===== src/rtl/wb_interconnect_pkg.sv =====
// Shared types and constants for the registered round-robin Wishbone crossbar.
// Holds the arbiter state encoding, the idle grant value and the index-width helper.
package wb_interconnect_pkg;

    typedef enum logic {
        ARB_IDLE = 1'b0,
        ARB_BUSY = 1'b1
    } arb_state_e;

    // Value of every grant bit while a target has no owner.
    localparam logic NO_GRANT = 1'b0;

    // Bits needed to hold an index into n items; never less than one bit.
    function automatic int id_width(input int n);
        return (n > 1) ? $clog2(n) : 1;
    endfunction

    localparam int MIN_ID_WIDTH = 1;

endpackage


===== src/rtl/wb_interconnect_rr_arb.sv =====
// Per-target round-robin arbiter with registered one-hot grant.
// The grant is locked to its owner until the owner drops cyc or a forced release arrives.
module wb_interconnect_rr_arb
    import wb_interconnect_pkg::*;
#(
    parameter int N_REQ = 2
) (
    input  logic             clock,
    input  logic             reset_n,
    input  logic [N_REQ-1:0] req,
    input  logic             owner_cyc,
    input  logic             force_release,
    output logic [N_REQ-1:0] gnt,
    output logic             busy
);

    localparam int ID_W = (id_width(N_REQ) > MIN_ID_WIDTH) ? id_width(N_REQ) : MIN_ID_WIDTH;

    arb_state_e       state_q, state_d;
    logic [N_REQ-1:0] gnt_q, gnt_d;
    logic [ID_W-1:0]  ptr_q, ptr_d;
    logic [ID_W-1:0]  idx;
    logic             found;

    // NOTE: every variable gets a default before the case so no path leaves one unassigned (no latch).
    always_comb begin
        state_d = state_q;
        gnt_d   = gnt_q;
        ptr_d   = ptr_q;
        idx     = '0;
        found   = 1'b0;
        case (state_q)
            ARB_IDLE: begin
                // Search starts just after the last winner, so the last winner is tried last.
                for (int k = 1; k <= N_REQ; k++) begin
                    idx = ID_W'((int'(ptr_q) + k) % N_REQ);
                    if (!found && req[idx]) begin
                        found      = 1'b1;
                        gnt_d      = {N_REQ{NO_GRANT}};
                        gnt_d[idx] = 1'b1;
                        ptr_d      = idx;
                        state_d    = ARB_BUSY;
                    end
                end
            end
            ARB_BUSY: begin
                if (!owner_cyc || force_release) begin
                    gnt_d   = {N_REQ{NO_GRANT}};
                    state_d = ARB_IDLE;
                end
            end
            default: begin
                gnt_d   = {N_REQ{NO_GRANT}};
                state_d = ARB_IDLE;
            end
        endcase
    end

    // NOTE: sequential state uses non-blocking assignments only; combinational logic above uses blocking.
    always_ff @(posedge clock or negedge reset_n) begin
        if (!reset_n) begin
            state_q <= ARB_IDLE;
            gnt_q   <= {N_REQ{NO_GRANT}};
            ptr_q   <= ID_W'(N_REQ - 1);
        end else begin
            state_q <= state_d;
            gnt_q   <= gnt_d;
            ptr_q   <= ptr_d;
        end
    end

    assign gnt  = gnt_q;
    assign busy = (state_q == ARB_BUSY);

endmodule


===== src/rtl/wb_interconnect_rr_nxn.sv =====
// NxN Wishbone classic crossbar: base/mask decode, per-target round-robin lock, unmapped-address error responder.
// Optional per-target watchdog enabled by defining WB_IC_TIMEOUT_EN.
module wb_interconnect_rr_nxn
    import wb_interconnect_pkg::*;
#(
    parameter int WB_ADDR_WIDTH  = 32,
    parameter int WB_DATA_WIDTH  = 32,
    parameter int N_INITIATORS   = 2,
    parameter int N_TARGETS      = 2,
    parameter logic [N_TARGETS*WB_ADDR_WIDTH-1:0] T_ADR      = {32'h2000_0000, 32'h1000_0000},
    parameter logic [N_TARGETS*WB_ADDR_WIDTH-1:0] T_ADR_MASK = {32'hF000_0000, 32'hF000_0000},
    parameter int TIMEOUT_CYCLES = 256
) (
    input  logic                                    clock,
    input  logic                                    reset_n,
    input  logic [N_INITIATORS*WB_ADDR_WIDTH-1:0]   adr,
    input  logic [N_INITIATORS*WB_DATA_WIDTH-1:0]   dat_w,
    input  logic [N_INITIATORS*WB_DATA_WIDTH/8-1:0] sel,
    input  logic [N_INITIATORS-1:0]                 cyc,
    input  logic [N_INITIATORS-1:0]                 stb,
    input  logic [N_INITIATORS-1:0]                 we,
    output logic [N_INITIATORS*WB_DATA_WIDTH-1:0]   dat_r,
    output logic [N_INITIATORS-1:0]                 ack,
    output logic [N_INITIATORS-1:0]                 err,
    output logic [N_TARGETS*WB_ADDR_WIDTH-1:0]      tadr,
    output logic [N_TARGETS*WB_DATA_WIDTH-1:0]      tdat_w,
    output logic [N_TARGETS*WB_DATA_WIDTH/8-1:0]    tsel,
    output logic [N_TARGETS-1:0]                    tcyc,
    output logic [N_TARGETS-1:0]                    tstb,
    output logic [N_TARGETS-1:0]                    twe,
    input  logic [N_TARGETS*WB_DATA_WIDTH-1:0]      tdat_r,
    input  logic [N_TARGETS-1:0]                    tack,
    input  logic [N_TARGETS-1:0]                    terr
);

    localparam int AW = WB_ADDR_WIDTH;
    localparam int DW = WB_DATA_WIDTH;
    localparam int SW = WB_DATA_WIDTH / 8;
    localparam int NI = N_INITIATORS;
    localparam int NT = N_TARGETS;

    logic [NI-1:0][NT-1:0] first_hit;
    logic [NI-1:0]         mapped;
    logic [NI-1:0]         unmapped_req;
    logic [NT-1:0][NI-1:0] req_ti;
    logic [NT-1:0][NI-1:0] gnt;
    logic [NT-1:0]         busy;
    logic [NT-1:0]         owner_cyc;
    logic [NT-1:0]         owner_stb;
    logic [NT-1:0]         timeout_hit;
    logic [NI-1:0]         resp_found;
    logic [NI-1:0]         tgt_err;
    logic [NI-1:0]         err_resp_q, err_resp_d;

    // Lowest-numbered matching target wins when windows overlap.
    always_comb begin
        first_hit    = '0;
        mapped       = '0;
        unmapped_req = '0;
        req_ti       = '0;
        for (int i = 0; i < NI; i++) begin
            for (int t = 0; t < NT; t++) begin
                if (!mapped[i] &&
                    ((adr[i*AW +: AW] & T_ADR_MASK[t*AW +: AW]) == T_ADR[t*AW +: AW])) begin
                    first_hit[i][t] = 1'b1;
                    mapped[i]       = 1'b1;
                end
                req_ti[t][i] = cyc[i] & stb[i] & first_hit[i][t];
            end
            unmapped_req[i] = cyc[i] & stb[i] & ~mapped[i];
        end
    end

    for (genvar t = 0; t < NT; t++) begin : g_arb
        wb_interconnect_rr_arb #(
            .N_REQ(NI)
        ) u_arb (
            .clock        (clock),
            .reset_n      (reset_n),
            .req          (req_ti[t]),
            .owner_cyc    (owner_cyc[t]),
            .force_release(timeout_hit[t]),
            .gnt          (gnt[t]),
            .busy         (busy[t])
        );
    end

    // Forward path: only the owner's fields reach a target; everything else reads as zero.
    always_comb begin
        owner_cyc = '0;
        owner_stb = '0;
        tadr      = '0;
        tdat_w    = '0;
        tsel      = '0;
        twe       = '0;
        tcyc      = '0;
        tstb      = '0;
        for (int t = 0; t < NT; t++) begin
            owner_cyc[t] = |(gnt[t] & cyc);
            owner_stb[t] = |(gnt[t] & stb);
            for (int i = 0; i < NI; i++) begin
                if (gnt[t][i]) begin
                    tadr[t*AW +: AW]   = adr[i*AW +: AW];
                    tdat_w[t*DW +: DW] = dat_w[i*DW +: DW];
                    tsel[t*SW +: SW]   = sel[i*SW +: SW];
                    twe[t]             = we[i];
                end
            end
            tcyc[t] = busy[t] & owner_cyc[t] & ~timeout_hit[t];
            tstb[t] = busy[t] & owner_stb[t] & ~timeout_hit[t];
        end
    end

    // Response path: err beats ack when a target raises both.
    always_comb begin
        dat_r      = '0;
        ack        = '0;
        tgt_err    = '0;
        resp_found = '0;
        for (int i = 0; i < NI; i++) begin
            for (int t = 0; t < NT; t++) begin
                if (gnt[t][i] && !resp_found[i]) begin
                    resp_found[i]     = 1'b1;
                    dat_r[i*DW +: DW] = tdat_r[t*DW +: DW];
                    ack[i]            = tack[t] & ~terr[t] & ~timeout_hit[t];
                    tgt_err[i]        = terr[t] | timeout_hit[t];
                end
            end
        end
    end

    // A held unmapped strobe produces pulse, gap, pulse, ...
    always_comb begin
        err_resp_d = unmapped_req & ~err_resp_q;
    end

    always_ff @(posedge clock or negedge reset_n) begin
        if (!reset_n) begin
            err_resp_q <= '0;
        end else begin
            err_resp_q <= err_resp_d;
        end
    end

    assign err = tgt_err | err_resp_q;

`ifdef WB_IC_TIMEOUT_EN
    localparam int TO_W = $clog2(TIMEOUT_CYCLES + 1);

    logic [NT-1:0][TO_W-1:0] to_cnt_q, to_cnt_d;

    always_comb begin
        timeout_hit = '0;
        to_cnt_d    = to_cnt_q;
        for (int t = 0; t < NT; t++) begin
            timeout_hit[t] = busy[t] && (to_cnt_q[t] == TO_W'(TIMEOUT_CYCLES - 1));
            if (!busy[t] || tack[t] || terr[t] || timeout_hit[t]) begin
                to_cnt_d[t] = '0;
            end else if (owner_cyc[t] && owner_stb[t]) begin
                to_cnt_d[t] = to_cnt_q[t] + TO_W'(1);
            end
        end
    end

    always_ff @(posedge clock or negedge reset_n) begin
        if (!reset_n) begin
            to_cnt_q <= '0;
        end else begin
            to_cnt_q <= to_cnt_d;
        end
    end
`else
    logic unused_timeout_cfg;

    assign timeout_hit        = '0;
    assign unused_timeout_cfg = (TIMEOUT_CYCLES != 0);
`endif

endmodule


===== config.mk =====
export PLATFORM = sky130hd
export DESIGN_NAME = wb_interconnect_rr_nxn
export DESIGN_NICKNAME = d
export VERILOG_FILES = /design/src/rtl/wb_interconnect_pkg.sv /design/src/rtl/wb_interconnect_rr_arb.sv /design/src/rtl/wb_interconnect_rr_nxn.sv
export SDC_FILE = /design/constraint.sdc
export NUM_CORES = 1
export LEC_CHECK = 0
export BUFFER_PORTS_ARGS = -buffer_cell sky130_fd_sc_hd__buf_4
export CAP_MARGIN = 25
export CORE_AREA = 5 5 161 163
export DETAILED_ROUTE_END_ITERATION = 8
export DIE_AREA = 0 0 166 168
export GPL_TIMING_DRIVEN = 0
export HOLD_SLACK_MARGIN = 0.12
export SETUP_SLACK_MARGIN = 0.5
export SKIP_CTS_REPAIR_TIMING = 1
export SYNTH_ARGS = -nofsm -noshare
export SYNTH_HDL_FRONTEND = slang
export SYNTH_SLANG_ARGS = --single-unit
export TNS_END_PERCENT = 20

===== constraint.sdc =====
create_clock -name clock -period 2.3 [get_ports clock]
set_input_delay 0.46 -clock clock [delete_from_list [all_inputs] [get_ports clock]]
set_output_delay 0.46 -clock clock [all_outputs]
set_load 0.01 [all_outputs]

==> impl_metrics.tcl, run 1 <==
set metrics [dict create \
    clkTransAtPathRegs_ns 0.04 \
    numCtsBuffers 3 \
    power.density_mw_per_mm2 842 \
    drtIter0Drc 323 \
    grt_usage_pct 15.4 \
    total_power_uw 5960 \
    hp-class "in2reg" \
    num_rows 57 \
    dp_slack_ns -0.246 \
    synth.top_cell.area_share_pct 46.5 \
    grt_pass1_wl_microns 34200 \
    endpoint_kind "primary output" \
    use_met1_pct 20.1 \
    seqCellArea_sq_um 255 \
    ant_nets 0 \
    worst_pin_slew_ns 0.554 \
    die_w_microns 166 \
    synthTopCellsByArea "a22o_1 (46%), nand2_1 (14%), o21ai_0 (9.8%)" \
    fin_cells 1199 \
    drc 0 \
    grt_pass1_vias 5573 \
    status "finished, final reports clean" \
    cts_sinks 10 \
    period_share_pct 91.4 \
    overflow 0 \
    rsz0062_at_grt "true" \
    p_leak_uw 0.00358 \
    cp_max_fo 10 \
    grt_start_max_net_pins 11 \
    antenna_found_initial 0 \
    clock_path_buffers 2 \
    crit_top_cell "buf_4" \
    fillers 2639 \
    viasPerCell 4.63 \
    routed_wl_microns 24600 \
    skew_ns 0.00182 \
    layout_commonest_cell "buf_4" \
    insertion_delay_ns 0.24 \
    drive_gt1_share_pct 57.6 \
    vias 5548 \
    fmax_mhz 476 \
    ys_seq_area_share_pct 8.71 \
    drv_slew 0 \
    synth_fp_nets 649 \
    clockRootBuffer "clkbuf_16" \
    grt-busiest-layer "met2" \
    final_core_utilization_pct 29.3 \
    tritoncts "yes" \
    max_cap_violations 0 \
    placed_area_sq_mm 0.00647 \
    yosysUniqueCellTypes 28 \
    hold_violations 0 \
    place_congestion 0.942 \
    netlist_area_sq_mm 0.00290 \
    nNetsFinal 1088 \
    area_growth_pct 144 \
    path_buf_inv 3 \
    post_drt_wl_per_cell_microns 20.6 \
    min_period_ns 2.10 \
    die_h_microns 168 \
    critPathKind "reg2out" \
    arrival_ns 1.64 \
    ys_warn_count 0 \
    final_area_sq_mm 0.00708 \
    required_ns 1.84 \
    numPortBuffers 421 \
    drtPass1Iterations 5 \
    path_delay_family "buffers and inverters" \
    grt_use_met2_pct 26.2 \
    path_cells "buf_4 > clkbuf_4 > o21ai_1 > buf_4" \
    ir_drop_mv 0.396 \
    coreArea_sq_mm 0.0242 \
    start_kind "flip-flop" \
    setup_viol 0 \
    syn_area_per_cell_sq_um 6.64 \
    fp.dieArea_sq_mm 0.0279 \
    cts_max_level 1 \
    place_hpwl_microns 20200 \
    setup_slack_ns 0.197 \
    final_cell_mix "buf_4 (417), a22o_1 (148), nand2_1 (105)" \
    start_util_pct 12.0 \
    multi_input_area_sq_mm 0.00245 \
    groute.layer.met3.usage_pct 2.74 \
    cpPeakStageDelay_ns 0.47 \
    cp_slowest_cell "dfrtp_2" \
    timing.slew.headroom_pct 63.1 \
    ys_ff_latch 10 \
    syn_inst 437 \
    dp_cells 1182 \
    antenna_cells 0 \
    io-pin-count 422 \
    synth_top_cell_by_area "a22o_1" \
]
per-layer routing:
layer,routed length (microns),share of wire (%)
met1,10300,42
met2,12200,50
met3,1650,6.7
met4,458,1.9
met5,0,0
synthesized netlist by cell type:
cell type and n:
nor2b_1 12, dfrtp_1 8, a21oi_1 2, dfstp_2 2, o21ai_0 57, inv_1 2, o22a_2 2, a22o_1 154
a22o_2 1, buf_2 16, nor4_1 1, o31ai_1 1, clkbuf_1 30, nand4bb_1 2, and2_1 2, buf_4 6
o211ai_1 4, a221o_1 1, a211oi_1 2, nand3_1 4, a22oi_1 2, nand2_1 105, or3_1 4, o21bai_1 2
buf_6 1, nand2b_1 4, nor3_1 6, buf_1 4
tightest hold or removal path: stages:
cell and delay (ns):
buf_4 0.13, nand2_1 0.05, nor3_1 0.04
flip-flops by register name, indices dropped and copies added, names as in the netlist:
name,flops
err_resp_q,2
g_arb.u_arb.busy,2
g_arb.u_arb.ptr_q,2
g_arb.u_arb.gnt,4
area by class of cell:
class / count / share of cell area [%]
timing repair buffer: 434 / 48.1
multi-input combinational: 368 / 34.7
buffer: 57 / 6.56
tap: 324 / 5.73
sequential: 10 / 3.61
clock buffer: 4 / 1.26
inverter: 2 / 0.106
metrics by stage:
stage,hold WS [ns],setup TNS [ns]
6_report,0.490,0
4_1_cts,0.0452,-27.44
3_3_place_gp,0.301,-2.12
5_1_grt,0.505,0
2_1_floorplan,0.164,0
3_5_place_dp,0.300,-2.20
cells by family (layout without fill, tap and decap cells):
family / count (synthesis) / after routing / synth area share (%)
buf+inv: 59 / 497 / 9.36
simple gates: 140 / 140 / 21.0
compound gates: 228 / 228 / 60.9
flops: 10 / 10 / 8.71
where the power goes:
part           internal (uW)  leakage [uW]  switching, uW  total, uW
sequential               219      0.000124           37.1        256
clock                    262     0.0000442           83.1        345
combinational           2690       0.00341           2660       5360
total                   3170       0.00358           2780       5960
final timing paths:
check	start	end	slack, ns	cells after the start
worst max-delay path	g_arb[0].u_arb.gnt[1]	dat_r[42]	0.20	4
worst min-delay path	stb[1]	err_resp_q[1]	0.49	3
worst max register to register	g_arb[0].u_arb.gnt[0]	g_arb[0].u_arb.busy	0.99	5
max in group asynchronous	reset_n	g_arb[1].u_arb.ptr_q	1.48	2
min in group asynchronous	reset_n	err_resp_q[0]	0.60	2
worst min register to register	err_resp_q[0]	err_resp_q[0]	0.49	1
Power figures use the tool's default switching activity.
==> run 2, diff against run 1 <==
Settings changed: CORE_AREA 5 5 161 163 to 5 5 159 161, CTS_BUF_LIST set to sky130_fd_sc_hd__clkbuf_4 sky130_fd_sc_hd__clkbuf_8, DIE_AREA 0 0 166 168 to 0 0 164 166.
==> run 2 against run 1 <==
Compared with the run above: global-route usage shrank 0.094 points; via count shrank 1.1%; final cell count barely moved; cell area down 0.60%; setup slack worse by 0.017 ns; total power fell by 3.1%; first-iteration DRC count up 15%; sequential power about the same; combinational power fell by 0.7%; utilization up 0.26 points.
==> impl_metrics.tcl, run 2 (synthesis results as in run 1) <==
set metrics [dict create \
    grt_use_met2_pct 26.6 \
    cpPeakStageDelay_ns 0.37 \
    antenna_cells 0 \
    required_ns 1.84 \
    tritoncts "yes" \
    insertion_delay_ns 0.24 \
    place_hpwl_microns 19400 \
    area_growth_pct 142 \
    routed_wl_microns 24000 \
    grt_pass1_wl_microns 32900 \
    power.density_mw_per_mm2 821 \
    min_period_ns 2.12 \
    path_cells "buf_6 > nor2b_4 > buf_8 > buf_12 > buf_12 > a22o_1 > buf_4" \
    switching_share_pct 47.5 \
    numPortBuffers 421 \
    drtPass1Iterations 4 \
    period_share_pct 92.2 \
    max_cap_violations 0 \
    pwr-share-comb_pct 92.1 \
    cts_max_level 1 \
    grt_usage_pct 15.3 \
    clkTransAtPathRegs_ns 0.05 \
    cts_sinks 10 \
    hp-class "in2reg" \
    overflow 0 \
    post_drt_wl_per_cell_microns 20.0 \
    timing.slew.headroom_pct 61.6 \
    vias 5485 \
    nNetsFinal 1087 \
    p_clk_share_pct 3.5 \
    cp_max_fo 10 \
    crit_top_cell "buf_12" \
    p_seq_share_pct 4.4 \
    hold_ws_ns 0.486 \
    antenna_found_initial 0 \
    endpoint_kind "primary output" \
    die_w_microns 164 \
    layout_commonest_cell "buf_4" \
    total_power_uw 5770 \
    multi_input_area_sq_mm 0.00245 \
    reg2reg_from "g_arb[0].u_arb.gnt[0]" \
    hp-start "stb[1]" \
    critPathKind "reg2out" \
    p_leak_uw 0.00356 \
    power.switching_uw 2740 \
    cp_slowest_cell "dfrtp_1" \
    start_util_pct 12.2 \
    clockRootBuffer "clkbuf_8" \
    hold_violations 0 \
    grt_pass1_vias 5339 \
    num_rows 57 \
    start_kind "flip-flop" \
    fillers 2639 \
    ir_drop_mv 0.298 \
    setup_slack_ns 0.180 \
    drc 0 \
    worst_pin_slew_ns 0.576 \
    seqCellArea_sq_um 255 \
    drtIter0Drc 371 \
    dp_slack_ns -0.161 \
    use_met1_pct 20.0 \
    grt-busiest-layer "met2" \
    fmax_mhz 472 \
    path_buf_inv 5 \
    drive_gt1_share_pct 57.7 \
    arrival_ns 1.66 \
    fp.dieArea_sq_mm 0.0272 \
    numCtsBuffers 3 \
    io-pin-count 422 \
    rsz0062_at_grt "true" \
    ant_nets 0 \
    grt_start_max_net_pins 11 \
    largest_register_ffs 4 \
    setup_viol 0 \
    p_int_uw 3030 \
    path_delay_family "buffers and inverters" \
    final_cell_mix "buf_4 (420), a22o_1 (152), nand2_1 (102)" \
    skew_ns 0.00610 \
    viasPerCell 4.58 \
    coreArea_sq_mm 0.0238 \
    die_h_microns 166 \
    drv_slew 0 \
    status "finished, final reports clean" \
    place_congestion 0.857 \
    cp-startpoint "g_arb[0].u_arb.gnt[0]" \
    groute.layer.met3.usage_pct 2.51 \
    clock_path_buffers 2 \
]
-- run 2: cell count changes in the layout (fill, tap and decap cells not counted), moves of 3 or more --
cell / change
buf_6: -6
o21ai_0: +6
buf_8: +3
buf_4: +3
a22o_1: +4
o21ai_1: -8
a22o_4: -4
nand2_4: +3
nand2_1: -3
-- run 2: power groups by stage --
stage | registers (uW) | logic, uW | clock network (uW)
final | 257 | 5320 | 200
after global routing | 262 | 5670 | 216
after CTS | 243 | 4800 | 206
after detailed placement | 245 | 4780 | 0
after global placement | 243 | 4790 | 0
after floorplan | 235 | 2210 | 0
-- run 2: path summary, 6_finish.rpt --
kind                                        end  slack (ns)  cells past startpoint
max in group asynchronous  g_arb[1].u_arb.ptr_q        1.49                      2
setup / recovery                     tdat_w[28]        0.18                      7
hold reg to reg                   err_resp_q[1]        0.50                      1
setup reg to reg            g_arb[0].u_arb.busy        0.96                      5
hold / removal                    err_resp_q[1]        0.49                      3
min in group asynchronous   g_arb[0].u_arb.busy        0.59                      2
-- run 2: worst register-to-register path, cell delays in order (launching register included) --
cell      delay, ns
dfrtp_1        0.37
buf_6          0.14
buf_4          0.14
a22o_1         0.23
and2_1         0.17
o21bai_1       0.15
-- run 2: layout make-up --
class | instances | share of cell area, %
plain buffers | 57 | 6.81
clock buffers | 4 | 0.694
inverters | 2 | 0.107
multi-input cells | 368 | 34.8
flip-flops and latches | 10 | 3.63
well taps | 324 | 5.76
repair buffers | 433 | 48.2
-- run 2: layer usage --
layer / share of wire (%) / wire length [microns] / vias to the layer above
met5: 0 / 0 / -
met4: 2.4 / 571 / 0
met3: 7.5 / 1810 / 35
met2: 48 / 11600 / 283
met1: 42 / 10000 / 2609
li1: - / - / 2558
-- run 2: through the flow --
step	std cells	cell area [sq um]	util (%)	TNS, ns
floorplan	437	2900	-	0
global placement	1182	6470	27.2	-2.83
detailed placement	1182	6470	27.2	-2.41
CTS	1186	6520	27.4	-28.12
global route	1198	7030	29.5	0
finish	1198	7030	29.5	0
